**src/rtl/dr_byte_fetcher_pkg.sv**
```systemverilog
// Shared types and constants for the data-register byte fetcher:
// sequencer states, fetch modes and the data register's function-select codes.
`timescale 1ns/1ps
package dr_byte_fetcher_pkg;

  typedef enum logic [2:0] {
    IDLE = 3'd0,
    REQ  = 3'd1,
    WAIT = 3'd2,
    LOAD = 3'd3,
    DONE = 3'd4
  } state_t;

  typedef enum logic [1:0] {
    BE0 = 2'd0,
    BE1 = 2'd1,
    LE  = 2'd2
  } mode_t;

  localparam logic [1:0] DR_LD_SEXT = 2'b00;
  localparam logic [1:0] DR_LD_ZEXT = 2'b01;
  localparam logic [1:0] DR_SHL8    = 2'b10;
  localparam logic [1:0] DR_SHR8    = 2'b11;

  // Little-endian shifts every byte in from the top; big-endian loads the
  // first byte (extended) and shifts later bytes in from the bottom.
  function automatic logic [1:0] dr_funsel(input mode_t mode, input logic first);
    logic [1:0] sel;
    sel = DR_SHL8;
    if (mode == LE) begin
      sel = DR_SHR8;
    end else if (first) begin
      sel = (mode == BE1) ? DR_LD_SEXT : DR_LD_ZEXT;
    end
    return sel;
  endfunction

endpackage

```
**src/rtl/dr_byte_fetcher.sv**
```systemverilog
// Reads 1-4 consecutive bytes from byte-wide memory and steers the 32-bit data
// register (enable / function select / byte) so it ends up holding the operand.
`timescale 1ns/1ps
module dr_byte_fetcher
  import dr_byte_fetcher_pkg::*;
#(
  parameter int ADDR_W = 16
) (
  input  logic              Clock,
  input  logic              Reset,
  input  logic              Start,
  input  logic [ADDR_W-1:0] Addr,
  input  logic [1:0]        Count,
  input  logic              SignExt,
  input  logic              LittleEnd,
  output logic [ADDR_W-1:0] MemAddr,
  output logic              MemRd,
  input  logic [7:0]        MemData,
  input  logic              MemValid,
  output logic              DrE,
  output logic [1:0]        DrFunSel,
  output logic [7:0]        DrI,
  output logic              Busy,
  output logic              Done,
  output state_t            State
);

  localparam logic [ADDR_W-1:0] ADDR_ONE = ADDR_W'(1);

  state_t            state_q, state_d;
  logic [ADDR_W-1:0] addr_q, addr_d;
  logic [1:0]        remain_q, remain_d;
  mode_t             mode_q, mode_d;
  logic              first_q, first_d;
  logic [7:0]        byte_q, byte_d;

  always_ff @(posedge Clock or negedge Reset) begin
    if (!Reset) begin
      state_q  <= IDLE;
      addr_q   <= '0;
      remain_q <= '0;
      mode_q   <= BE0;
      first_q  <= 1'b0;
      byte_q   <= '0;
    end else begin
      state_q  <= state_d;
      addr_q   <= addr_d;
      remain_q <= remain_d;
      mode_q   <= mode_d;
      first_q  <= first_d;
      byte_q   <= byte_d;
    end
  end

  // Memory handshake: MemRd is a one-cycle request issued only in REQ; the
  // response is the first MemValid seen while in WAIT (MemData valid with it).
  // Only one read is ever outstanding, and strobes outside WAIT are dropped.
  always_comb begin
    state_d  = state_q;
    addr_d   = addr_q;
    remain_d = remain_q;
    mode_d   = mode_q;
    first_d  = first_q;
    byte_d   = byte_q;
    case (state_q)
      IDLE: begin
        if (Start) begin
          addr_d   = Addr;
          remain_d = Count;
          // Little-endian only makes sense for a full word.
          if (LittleEnd && (Count == 2'd3)) begin
            mode_d = LE;
          end else begin
            mode_d = SignExt ? BE1 : BE0;
          end
          first_d  = 1'b1;
          state_d  = REQ;
        end
      end
      REQ: begin
        state_d = WAIT;
      end
      WAIT: begin
        if (MemValid) begin
          byte_d  = MemData;
          state_d = LOAD;
        end
      end
      LOAD: begin
        if (remain_q == 2'd0) begin
          state_d = DONE;
        end else begin
          remain_d = remain_q - 2'd1;
          addr_d   = addr_q + ADDR_ONE;
          first_d  = 1'b0;
          state_d  = REQ;
        end
      end
      DONE: begin
        state_d = IDLE;
      end
      default: begin
        state_d = IDLE;
      end
    endcase
  end

  // Every output is a decode of registered state; no input reaches an output.
  assign MemAddr  = addr_q;
  assign MemRd    = (state_q == REQ);
  assign DrE      = (state_q == LOAD);
  assign DrFunSel = (state_q == LOAD) ? dr_funsel(mode_q, first_q) : DR_LD_SEXT;
  assign DrI      = byte_q;
  assign Busy     = (state_q != IDLE);
  assign Done     = (state_q == DONE);
  assign State    = state_q;

endmodule

```
**config.mk**
```make
export PLATFORM = sky130hd
export DESIGN_NAME = dr_byte_fetcher
export DESIGN_NICKNAME = d
export VERILOG_FILES = /design/src/rtl/dr_byte_fetcher_pkg.sv /design/src/rtl/dr_byte_fetcher.sv
export SDC_FILE = /design/constraint.sdc
export NUM_CORES = 1
export LEC_CHECK = 0
export CORE_ASPECT_RATIO = 1.1
export CORE_MARGIN = 2
export CORE_UTILIZATION = 44
export CTS_CLUSTER_SIZE = 40
export DETAILED_ROUTE_END_ITERATION = 12
export PLACE_DENSITY_LB_ADDON = 0.15
export SLEW_MARGIN = 20
export SYNTH_ARGS = -nofsm -noshare
export SYNTH_HDL_FRONTEND = slang
export SYNTH_SLANG_ARGS = --single-unit
```
**constraint.sdc**
```tcl
create_clock -name Clock -period 2.3 [get_ports Clock]
set_clock_uncertainty 0.05 [all_clocks]
set_input_delay 0.46 -clock Clock [delete_from_list [all_inputs] [get_ports Clock]]
set_output_delay 0.46 -clock Clock [all_outputs]
set_load 0.005 [all_outputs]
```
== Yosys cells after proc, flatten, opt, wreduce, memory -nomap -nowiden ==
Cells that the tools add are included.

* Add/subtract/negate cells: 2
* Eq/ne operators: 10
* Multiplexer cells: 19
* Reductions and logical operators: 9

{| class="wikitable"
|+ Operator list
! cell !! number
|-
| 16-bit 2-to-1 mux || 2
|-
| 16-bit case mux with 2 select lines || 1
|-
| 16-bit by 1-bit adder with 16-bit output, second input constant || 1
|-
| 2-bit 2-to-1 mux || 6
|-
| 3-bit case mux with 4 select lines || 1
|-
| 3-bit 2-to-1 mux || 3
|-
| 3-bit by 2-bit equality test with 1-bit output, second input constant || 2
|-
| 2-bit inequality test, second input constant || 3
|-
| 2-bit AND reduction || 3
|-
| 2-bit equality test, second input constant || 2
|-
| 1-bit 2-to-1 mux || 4
|-
| 2-bit case mux with 2 select lines || 1
|-
| 3-bit by 1-bit equality test with 1-bit output, second input constant || 1
|-
| 3-bit equality test, second input constant || 1
|-
| 3-bit zero test || 1
|-
| 3-bit AND reduction || 1
|-
| 3-bit nonzero test || 1
|-
| 2-bit by 1-bit equality test with 1-bit output, second input constant || 1
|-
| 2-bit zero test || 1
|-
| 1-bit case mux with 2 select lines || 1
|-
| 2-bit nonzero test || 1
|-
| 2-bit by 1-bit subtractor with 2-bit output, second input constant || 1
|-
| 1-bit logical AND || 1
|}

* Register bits after elaboration: 32
* Input port bits: 32

== Depth between registers and ports, before layout ==
Gate-level depths: netlist (run 1).

* Depth after elaboration: 5
* Depth in mapped cells: 8
* Mapped depth without buffers: 5

== Worst setup path after synthesis (run 1) ==
OpenSTA, ideal clock, no wires.

* Path type: reg2reg
* Start point: register state_q[2], in the netlist State[2]
* End point: register remain_q[1]
* Data arrival time: 1.812 ns
* Data required time: 2.123 ns
* Slack: 0.311 ns
* Stages on the path, launching flop included: 9
* Buffers on the path: 4
* Clock period less this slack: 1.989 ns
* Cell sequence: dfrtp_1 > buf_6 > or4b_4 > buf_6 > o31a_1 > buf_6 > buf_2 > a211oi_1 > a21oi_1

* Longest elaborated chain between the ends: 3
* Elaborated cells between the ends (all ways): 7
* Classes of those cells: 3 x eq/ne; 1 x mux; 3 x reduce/logical

{| class="wikitable"
|+ RTL lines
! item !! RTL line !! source
|-
| from (decl) || dr_byte_fetcher.sv:30 || <nowiki>state_t state_q, state_d;</nowiki>
|-
| from (signal assigned) || dr_byte_fetcher.sv:46 || <nowiki>state_q <= state_d;</nowiki>
|-
| 3-bit by 2-bit equality test with 1-bit output / 3-bit zero test (equally long branches) || dr_byte_fetcher.sv:65 || <nowiki>case (state_q)</nowiki>
|-
| 2-bit inequality test (no source line) / 2-bit nonzero test (equally long branches) || -- ||
|-
| 3-bit AND reduction (no source line) || -- ||
|-
| to (signal assigned) || dr_byte_fetcher.sv:48 || <nowiki>remain_q <= remain_d;</nowiki>
|-
| to (decl) || dr_byte_fetcher.sv:32 || <nowiki>logic [1:0] remain_q, remain_d;</nowiki>
|}

Several ways; a longest one is shown, not always the timed one.
A chain may end at the register's enable or synchronous reset.

== Worst setup path after layout (run 1) ==
* Start point: register state_q[2], in the netlist State[2]
* End point: output DrFunSel[1]

* Longest elaborated chain between the ends: 2

{| class="wikitable"
|+ RTL lines
! item !! RTL line !! source
|-
| 3-bit by 2-bit equality test with 1-bit output || dr_byte_fetcher.sv:112 || <nowiki>assign DrFunSel = (state_q == LOAD) ? dr_funsel(mode_q, first_q) : DR_LD_SEXT;</nowiki>
|-
| 2-bit 2-to-1 mux || dr_byte_fetcher.sv:112 ||
|-
| to (decl) || dr_byte_fetcher.sv:21 || <nowiki>output logic [1:0] DrFunSel,</nowiki>
|}

Every way passes these cells.

==> impl_metrics.tcl, run 1 <==
set metrics [dict create \
    synthTopCellsByArea "dfrtp_1 (46%), a21oi_1 (5.5%), mux2_2 (5.2%)" \
    grt_pass1_vias 1650 \
    drt_iter0_markers 121 \
    critPathArrivalTime_ns 1.70 \
    syn-num-nets 213 \
    power_leakage_nw 1.03 \
    start_util 0.465 \
    maxSlewViolCount 0 \
    wl_um 4450 \
    synth_edf_count 0 \
    synth.most_common_cell "dfrtp_1" \
    layout-drive-gt1-share 0.102 \
    synth_top_area_share 0.464 \
    finalSetupViolCount 0 \
    cts_made_buffers 5 \
    slowest_stage "clkdlybuf4s50_1" \
    num_vias 1635 \
    drv_cap 0 \
    grt_pass1_wl_um 7530 \
    synth_commonest_cells "dfrtp_1 (32), a21oi_1 (19), nand2_1 (17)" \
    synth.distinct_cells 38 \
    power.density_mw_per_mm2 1360 \
    fmax_mhz 453 \
    syn_avg_cell_area_um2 9.64 \
    root_buffer "clkbuf_8" \
    cp.required_ns 1.79 \
    cts_buffer_depth 2 \
    h-tree-depth 2 \
    antenna_cells 0 \
    ys.flop_type "dfrtp_1" \
    p_total_mw 3.41 \
    hold_violations 0 \
    ys_seq_area_frac 0.464 \
    ios 65 \
    dp_hpwl_um 3220 \
    rsz0062_at_grt "no" \
    insertion_delay_ns 0.28 \
    crit_path_max_incr_delay_ns 0.52 \
    cp-end-kind "output port" \
    yosysTopAreaCell "dfrtp_1" \
    hold_depth 2 \
    critPathTopFamily "buffers and inverters" \
    tns_ns 0 \
    cts_tree "built" \
    final_cell_area_mm2 0.00251 \
    min_period_ns 2.21 \
    globalplace.congestion 0.759 \
    r2r_start "State[2]" \
    hold_buffers 0 \
    ys_warn_count 0 \
    relSlewSlack 0.700 \
    rrSetupSlack_ns 0.42 \
    synthToLayoutAreaGrowth_pct 45.6 \
    cp_num_buf_inv 1 \
    die_height_um 69.7 \
    hold_end "mode_q[0]" \
    fillers 298 \
    status "complete, no violations" \
    gr-usage-all-layers 0.212 \
    synth_cells 179 \
    drc 0 \
    nets 278 \
    post_cts_buffers 0 \
    clock_sinks 32 \
    gr-total-overflow 0 \
    grt_max_degree 33 \
    crit_chain "nand3b_1 > a21oi_1 > clkdlybuf4s50_1" \
    drt_pass1_iterations 4 \
    cts.clk_slew.worst_paths_ns 0.06 \
    port_buffers 64 \
    timing.final.crit_share 0.960 \
    ir_drop_mv 0.757 \
    placed_area_mm2 0.00242 \
    worstHoldPathType "flip-flop to flip-flop" \
    netlist_area_mm2 0.00173 \
    r2r_end "MemAddr[12]" \
    fp.dieArea_mm2 0.00444 \
    async_reset_ff_frac 1.00 \
    wl_per_cell_um 15.1 \
    ys_ff_latch 32 \
    worstMarginPinSlew_ns 0.448 \
    viasPerCell 5.54 \
    cts_resized 0 \
    rows 23 \
    r2r_cells 5 \
    antenna_found_initial 0 \
    cp_max_fo 9 \
    coreArea_mm2 0.00371 \
    die_w_um 63.7 \
    ant_nets 0 \
    start_kind "flip-flop" \
    worstHoldStart "mode_q[0]" \
    path_class "flip-flop to output port" \
]
placed cells by master, fill, tap and decap left out, types with 5 or more instances in the layout:
cell type         n
mux2_2            8
nand3_1          10
a2bb2oi_1         8
inv_1             6
dfrtp_1          32
clkbuf_8          6
a21oi_1          19
nand2_1          17
and3_1            5
clkdlybuf4s50_1  64
nor2_1            8
buf_4             6
o21ai_0          14
o22ai_1           6
per-stage QoR:
stage | hold WS (ns) | std cells | setup WS, ns | utilization
6_report | 0.443 | 295 | 0.0915 | 0.677
3_3_place_gp | 0.416 | 287 | 0.0796 | 0.653
2_1_floorplan | 0.114 | 179 | 0.311 | -
3_5_place_dp | 0.428 | 287 | 0.0443 | 0.653
4_1_cts | 0.443 | 295 | 0.0823 | 0.677
5_1_grt | 0.484 | 295 | 0.00474 | 0.677
flip-flops by register name, indices dropped and copies added (netlist names):
signal / cells
State: 3
remain_q: 2
MemAddr: 16
mode_q: 2
first_q: 1
DrI: 8
final cells by class:
class / count / area, µm² / share of cell area
Multi-Input combinational cell: 128 / 831 / 0.331
Sequential cell: 32 / 801 / 0.319
Timing Repair Buffer: 71 / 706 / 0.281
Clock buffer: 8 / 90.1 / 0.0359
Tap cell: 50 / 62.6 / 0.0249
Inverter: 6 / 22.5 / 0.00896
worst reg2reg max path: stages, from the launching register on:
cell	delay, ns
dfrtp_1	0.47
or4b_4	0.62
o31a_1	0.17
buf_12	0.17
a21oi_1	0.12
a2bb2oi_1	0.19
metal layers:
metal,GRT usage,routed length (µm),vias up
li1,-,-,798
met1,0.270,2020,772
met2,0.329,2080,55
met3,0.0487,254,10
met4,0.121,94,0
met5,0,0,-
power breakdown:
part           internal [mW]  switching, mW  total, mW  leakage, nW
Combinational           1.05          0.778       1.83        0.612
Sequential             0.847          0.295       1.14        0.375
Clock                  0.244          0.198      0.442       0.0455
worst max path at each step:
stage | from | endpoint | slack (ns) | depth (start not counted)
2_1_floorplan | State[2] | remain_q[1] | 0.31 | 8
3_3_place_gp | Start | remain_q[1] | 0.08 | 6
3_5_place_dp | Start | remain_q[1] | 0.04 | 6
5_1_grt | State[0] | DrFunSel[1] | 0.005 | 3
6_report | State[2] | DrFunSel[1] | 0.09 | 3
4_1_cts | State[2] | DrFunSel[1] | 0.08 | 3
cell families after synthesis:
group	count (synthesis)	synth area share
mux	11	0.0696
fa+ha+maj	2	0.0145
xor+xnor	1	0.00508
simple gates	55	0.173
flops	32	0.464
compound gates	59	0.216
buf+inv	19	0.0573
Note: power is estimated with default switching activity, not from simulation.
==> run 2, diff against run 1 <==
CORE_MARGIN = 10   (was 2)
==> impl_metrics.tcl, run 2 (synthesized netlist as in run 1, its figures left out) <==
set metrics [dict create \
    status "complete, no violations" \
    antenna_found_initial 0 \
    grt_util_met3 0.0689 \
    drt_pass1_iterations 4 \
    worstHoldPathType "flip-flop to flip-flop" \
    nets 281 \
    finalSetupViolCount 0 \
    worstHoldStart "State[2]" \
    rows 23 \
    coreArea_mm2 0.00371 \
    num_vias 1689 \
    dp_cells 288 \
    root_buffer "clkbuf_8" \
    synthToLayoutAreaGrowth_pct 47.5 \
    drv_cap 0 \
    power_leakage_nw 1.05 \
    fmax_mhz 457 \
    cp-end-kind "output port" \
    die_height_um 85.7 \
    fillers 280 \
    timing.final.crit_share 0.952 \
    fin_util 0.686 \
    power.density_mw_per_mm2 1370 \
    fin_cells 297 \
    relSlewSlack 0.680 \
    wl_um 5140 \
    ir_drop_mv 0.773 \
    min_period_ns 2.19 \
    start_kind "flip-flop" \
    hold_depth 1 \
    viasPerCell 5.69 \
    r2r_end "MemAddr[11]" \
    rsz0062_at_grt "no" \
    rrSetupSlack_ns 0.36 \
    ant_nets 0 \
    final_cell_mix "clkdlybuf4s50_1 (64), dfrtp_1 (29), a21oi_1 (19)" \
    use_met1 0.183 \
    port_buffers 64 \
    insertion_delay_ns 0.28 \
    die_w_um 79.7 \
    path_class "flip-flop to output port" \
    start_util 0.465 \
    drc 0 \
    layout-drive-gt1-share 0.130 \
    fp.dieArea_mm2 0.00683 \
    drt_iter0_markers 132 \
    hold_violations 0 \
    cts_buffer_depth 2 \
    cp_max_fo 8 \
    hold_buffers 0 \
    tns_ns 0 \
    dp_hpwl_um 3820 \
    cts.clk_slew.worst_paths_ns 0.06 \
    maxSlewViolCount 0 \
    r2r_start "State[2]" \
    grt_pass1_wl_um 8500 \
    grt_pass1_vias 1684 \
    final_common_cell "clkdlybuf4s50_1" \
    cp.required_ns 1.79 \
    busiest_layer "met2" \
    cts_made_buffers 5 \
    gr-usage-all-layers 0.153 \
    hold_end "State[1]" \
    p_total_mw 3.47 \
    largest_register_ffs 16 \
    globalplace.congestion 0.815 \
    grt_max_degree 33 \
    antenna_cells 0 \
    clock_sinks 32 \
    worstMarginPinSlew_ns 0.476 \
    ios 65 \
    critPathArrivalTime_ns 1.68 \
    r2r_cells 6 \
    cts_tree "built" \
    use_met2 0.236 \
    h-tree-depth 2 \
    gr-total-overflow 0 \
    wl_per_cell_um 17.3 \
]
-- run 2: worst max path at each step --
stage / slack (ns) / depth (start not counted) / end / startpoint
after floorplan: 0.31 / 8 / remain_q[1] / State[2]
after global placement: 0.11 / 6 / MemAddr[5] / Start
after detailed placement: 0.03 / 6 / MemAddr[11] / Start
after CTS: 0.03 / 3 / DrFunSel[0] / State[2]
after global routing: 0.05 / 3 / DrFunSel[1] / State[2]
final: 0.11 / 3 / Busy / State[2]
-- run 2: what timing repair did --
item	in CTS	in global routing
setup endpoints to repair	0	3
resized for setup	0	3
buffers inserted	0	2
-- run 2: through the flow --
step,hold slack (ns),worst slack [ns],cell area (µm²)
final,0.438,0.111,2540
after global routing,0.457,0.0512,2540
after CTS,0.454,0.0296,2510
after detailed placement,0.439,0.0336,2420
after global placement,0.410,0.110,2420
after floorplan,0.114,0.311,1730
-- run 2: where the power goes --
group	switching, mW	internal (mW)	total [mW]
logic	0.805	1.05	1.86
registers	0.296	0.852	1.15
clock network	0.202	0.266	0.468
total	1.30	2.17	3.47
-- run 2: area by class of cell --
class	instances	area [µm²]	area share
clock buffers	7	96.3	0.0379
well taps	50	62.6	0.0246
inverters	6	22.5	0.00885
repair buffers	74	728	0.286
multi-input cells	128	831	0.326
flip-flops and latches	32	805	0.316
-- run 2: per-layer routing --
metal,vias to the layer above,routed length (µm)
met2,81,2420
met3,10,547
met1,798,2080
met5,-,0
li1,800,-
met4,0,89
-- run 2: critical path: stages, from the launching register on --
cell,delay [ns]
dfrtp_2,0.44
buf_12,0.14
or3_1,0.36
clkdlybuf4s50_1,0.46
==> run 3, diff against run 2 <==
PLACE_DENSITY = 0.8   (was default)
PLACE_DENSITY_LB_ADDON = default   (was 0.15)
SLEW_MARGIN = default   (was 20)
==> impl_metrics.tcl, run 3 (synthesized netlist as in run 1, its figures left out) <==
set metrics [dict create \
    status "complete, no violations" \
    worstMarginPinSlew_ns 0.636 \
    cp_num_buf_inv 3 \
    root_buffer "clkbuf_8" \
    grt_pass1_wl_um 8110 \
    timing.final.crit_share 0.953 \
    synthToLayoutAreaGrowth_pct 47.7 \
    rrSetupSlack_ns 0.43 \
    hold_slack_ns 0.431 \
    coreArea_mm2 0.00371 \
    die_w_um 79.7 \
    fp.dieArea_mm2 0.00683 \
    antenna_found_initial 0 \
    ios 65 \
    fmax_mhz 456 \
    grt_pass1_vias 1592 \
    rows 23 \
    hold_buffers 0 \
    placed_area_mm2 0.00244 \
    routed.top_layer "met4" \
    cp_max_fo 5 \
    hold_end "mode_q[0]" \
    h-tree-depth 2 \
    clock_sinks 32 \
    critPathArrivalTime_ns 1.68 \
    crit_path_max_incr_delay_ns 0.51 \
    worstHoldPathType "flip-flop to flip-flop" \
    drt_iter0_markers 131 \
    final_cell_mix "clkdlybuf4s50_1 (64), dfrtp_1 (29), a21oi_1 (19)" \
    cts.clk_slew.worst_paths_ns 0.07 \
    final_common_cell "clkdlybuf4s50_1" \
    cts_tree "built" \
    seqCellArea_um2 805 \
    final_cell_area_mm2 0.00255 \
    grt_max_degree 33 \
    dp_hpwl_um 3740 \
    insertion_delay_ns 0.29 \
    crit_chain "nand3b_1 > buf_4 > inv_1 > clkdlybuf4s50_1" \
    cp.required_ns 1.79 \
    route.met2.wl_um 2660 \
    slowest_stage "clkdlybuf4s50_1" \
    port_buffers 64 \
    layout-drive-gt1-share 0.135 \
    hold_violations 0 \
    worstHoldStart "mode_q[0]" \
    num_vias 1632 \
    critPathTopFamily "buffers and inverters" \
    relSlewSlack 0.573 \
    min_period_ns 2.19 \
    drv_cap 0 \
    globalplace.congestion 0.806 \
    nets 284 \
    multiInputGateArea_um2 831 \
    drt_pass1_iterations 4 \
    r2r_start "State[2]" \
    hold_depth 2 \
    viasPerCell 5.42 \
    antenna_cells 0 \
    wl_um 5020 \
    path_class "flip-flop to output port" \
    gr-total-overflow 0 \
    r2r_end "MemAddr[15]" \
    maxSlewViolCount 0 \
    drt-met1-wl_um 2000 \
    wl_met3_um 257 \
    fillers 287 \
    power.density_mw_per_mm2 1370 \
    cts_made_buffers 5 \
    drc 0 \
    start_util 0.465 \
    gr-usage-all-layers 0.149 \
    ant_nets 0 \
    ir_drop_mv 0.773 \
    wl_per_cell_um 16.7 \
    largest_register_ffs 16 \
    finalSetupViolCount 0 \
    power_leakage_nw 1.05 \
    start_kind "flip-flop" \
    cts_buffer_depth 2 \
    die_height_um 85.7 \
    cp-end-kind "output port" \
    r2r_cells 7 \
]
## run 3: cell types whose count changed in the layout (fill, tap and decap cells not counted)
cell | previous run | this run
buf_4 | 9 | 13
clkbuf_1 | 0 | 2
buf_12 | 1 | 0
clkbuf_8 | 7 | 6
## run 3: how the worst max path moves through the flow
| stage | start | end | slack [ns] | cells after the start |
|---|---|---|---|---|
| finish | State[2] | DrE | 0.11 | 4 |
| global route | State[0] | DrE | -0.006 | 4 |
| CTS | State[2] | DrFunSel[1] | 0.01 | 3 |
| detailed placement | Start | MemAddr[10] | 0.07 | 6 |
| global placement | Start | MemAddr[6] | 0.13 | 6 |
| floorplan | State[2] | remain_q[1] | 0.31 | 8 |
## run 3: final cells by class
| type | instances | area share |
|---|---|---|
| clock buffers | 8 | 0.0353 |
| inverters | 6 | 0.00884 |
| multi-input cells | 128 | 0.326 |
| flip-flops and latches | 32 | 0.316 |
| well taps | 50 | 0.0245 |
| repair buffers | 77 | 0.290 |
## run 3: what timing repair did
| item | 4_1_cts | 5_1_grt |
|---|---|---|
| setup endpoints to repair | 3 | 3 |
| gates cloned | 0 | 0 |
| buffers inserted | 0 | 2 |
| pin swaps | 1 | 0 |
| gates resized for setup | 3 | 0 |
| endpoints found under the hold margin | 0 | 0 |
## run 3: tightest hold or removal path: cells and delay by family, from the launching register on
family	cells	cell delay [ns]
flops	1	0.35
compound gates	1	0.05
simple gates	1	0.05
## run 3: stage by stage
step | setup WS, ns | cells | power (mW) | util | setup TNS [ns]
floorplan | 0.311 | 179 | 2.10 | - | 0
global placement | 0.128 | 291 | 2.98 | 0.657 | 0
detailed placement | 0.0736 | 291 | 3.02 | 0.657 | 0
CTS | 0.0113 | 299 | 3.49 | 0.683 | 0
global route | -0.00553 | 301 | 3.75 | 0.687 | -0.00553
finish | 0.109 | 301 | 3.48 | 0.687 | 0
## run 3: power breakdown
| group | internal [mW] | switching (mW) |
|---|---|---|
| Sequential | 0.852 | 0.289 |
| Combinational | 1.08 | 0.808 |
| Clock | 0.244 | 0.205 |
| Total | 2.18 | 1.30 |
## run 3: routing by layer
metal	vias to the layer above	track usage
met2	32	0.254
met3	10	0.0438
met4	0	0.0604
li1	800	-
met1	790	0.167
met5	-	0
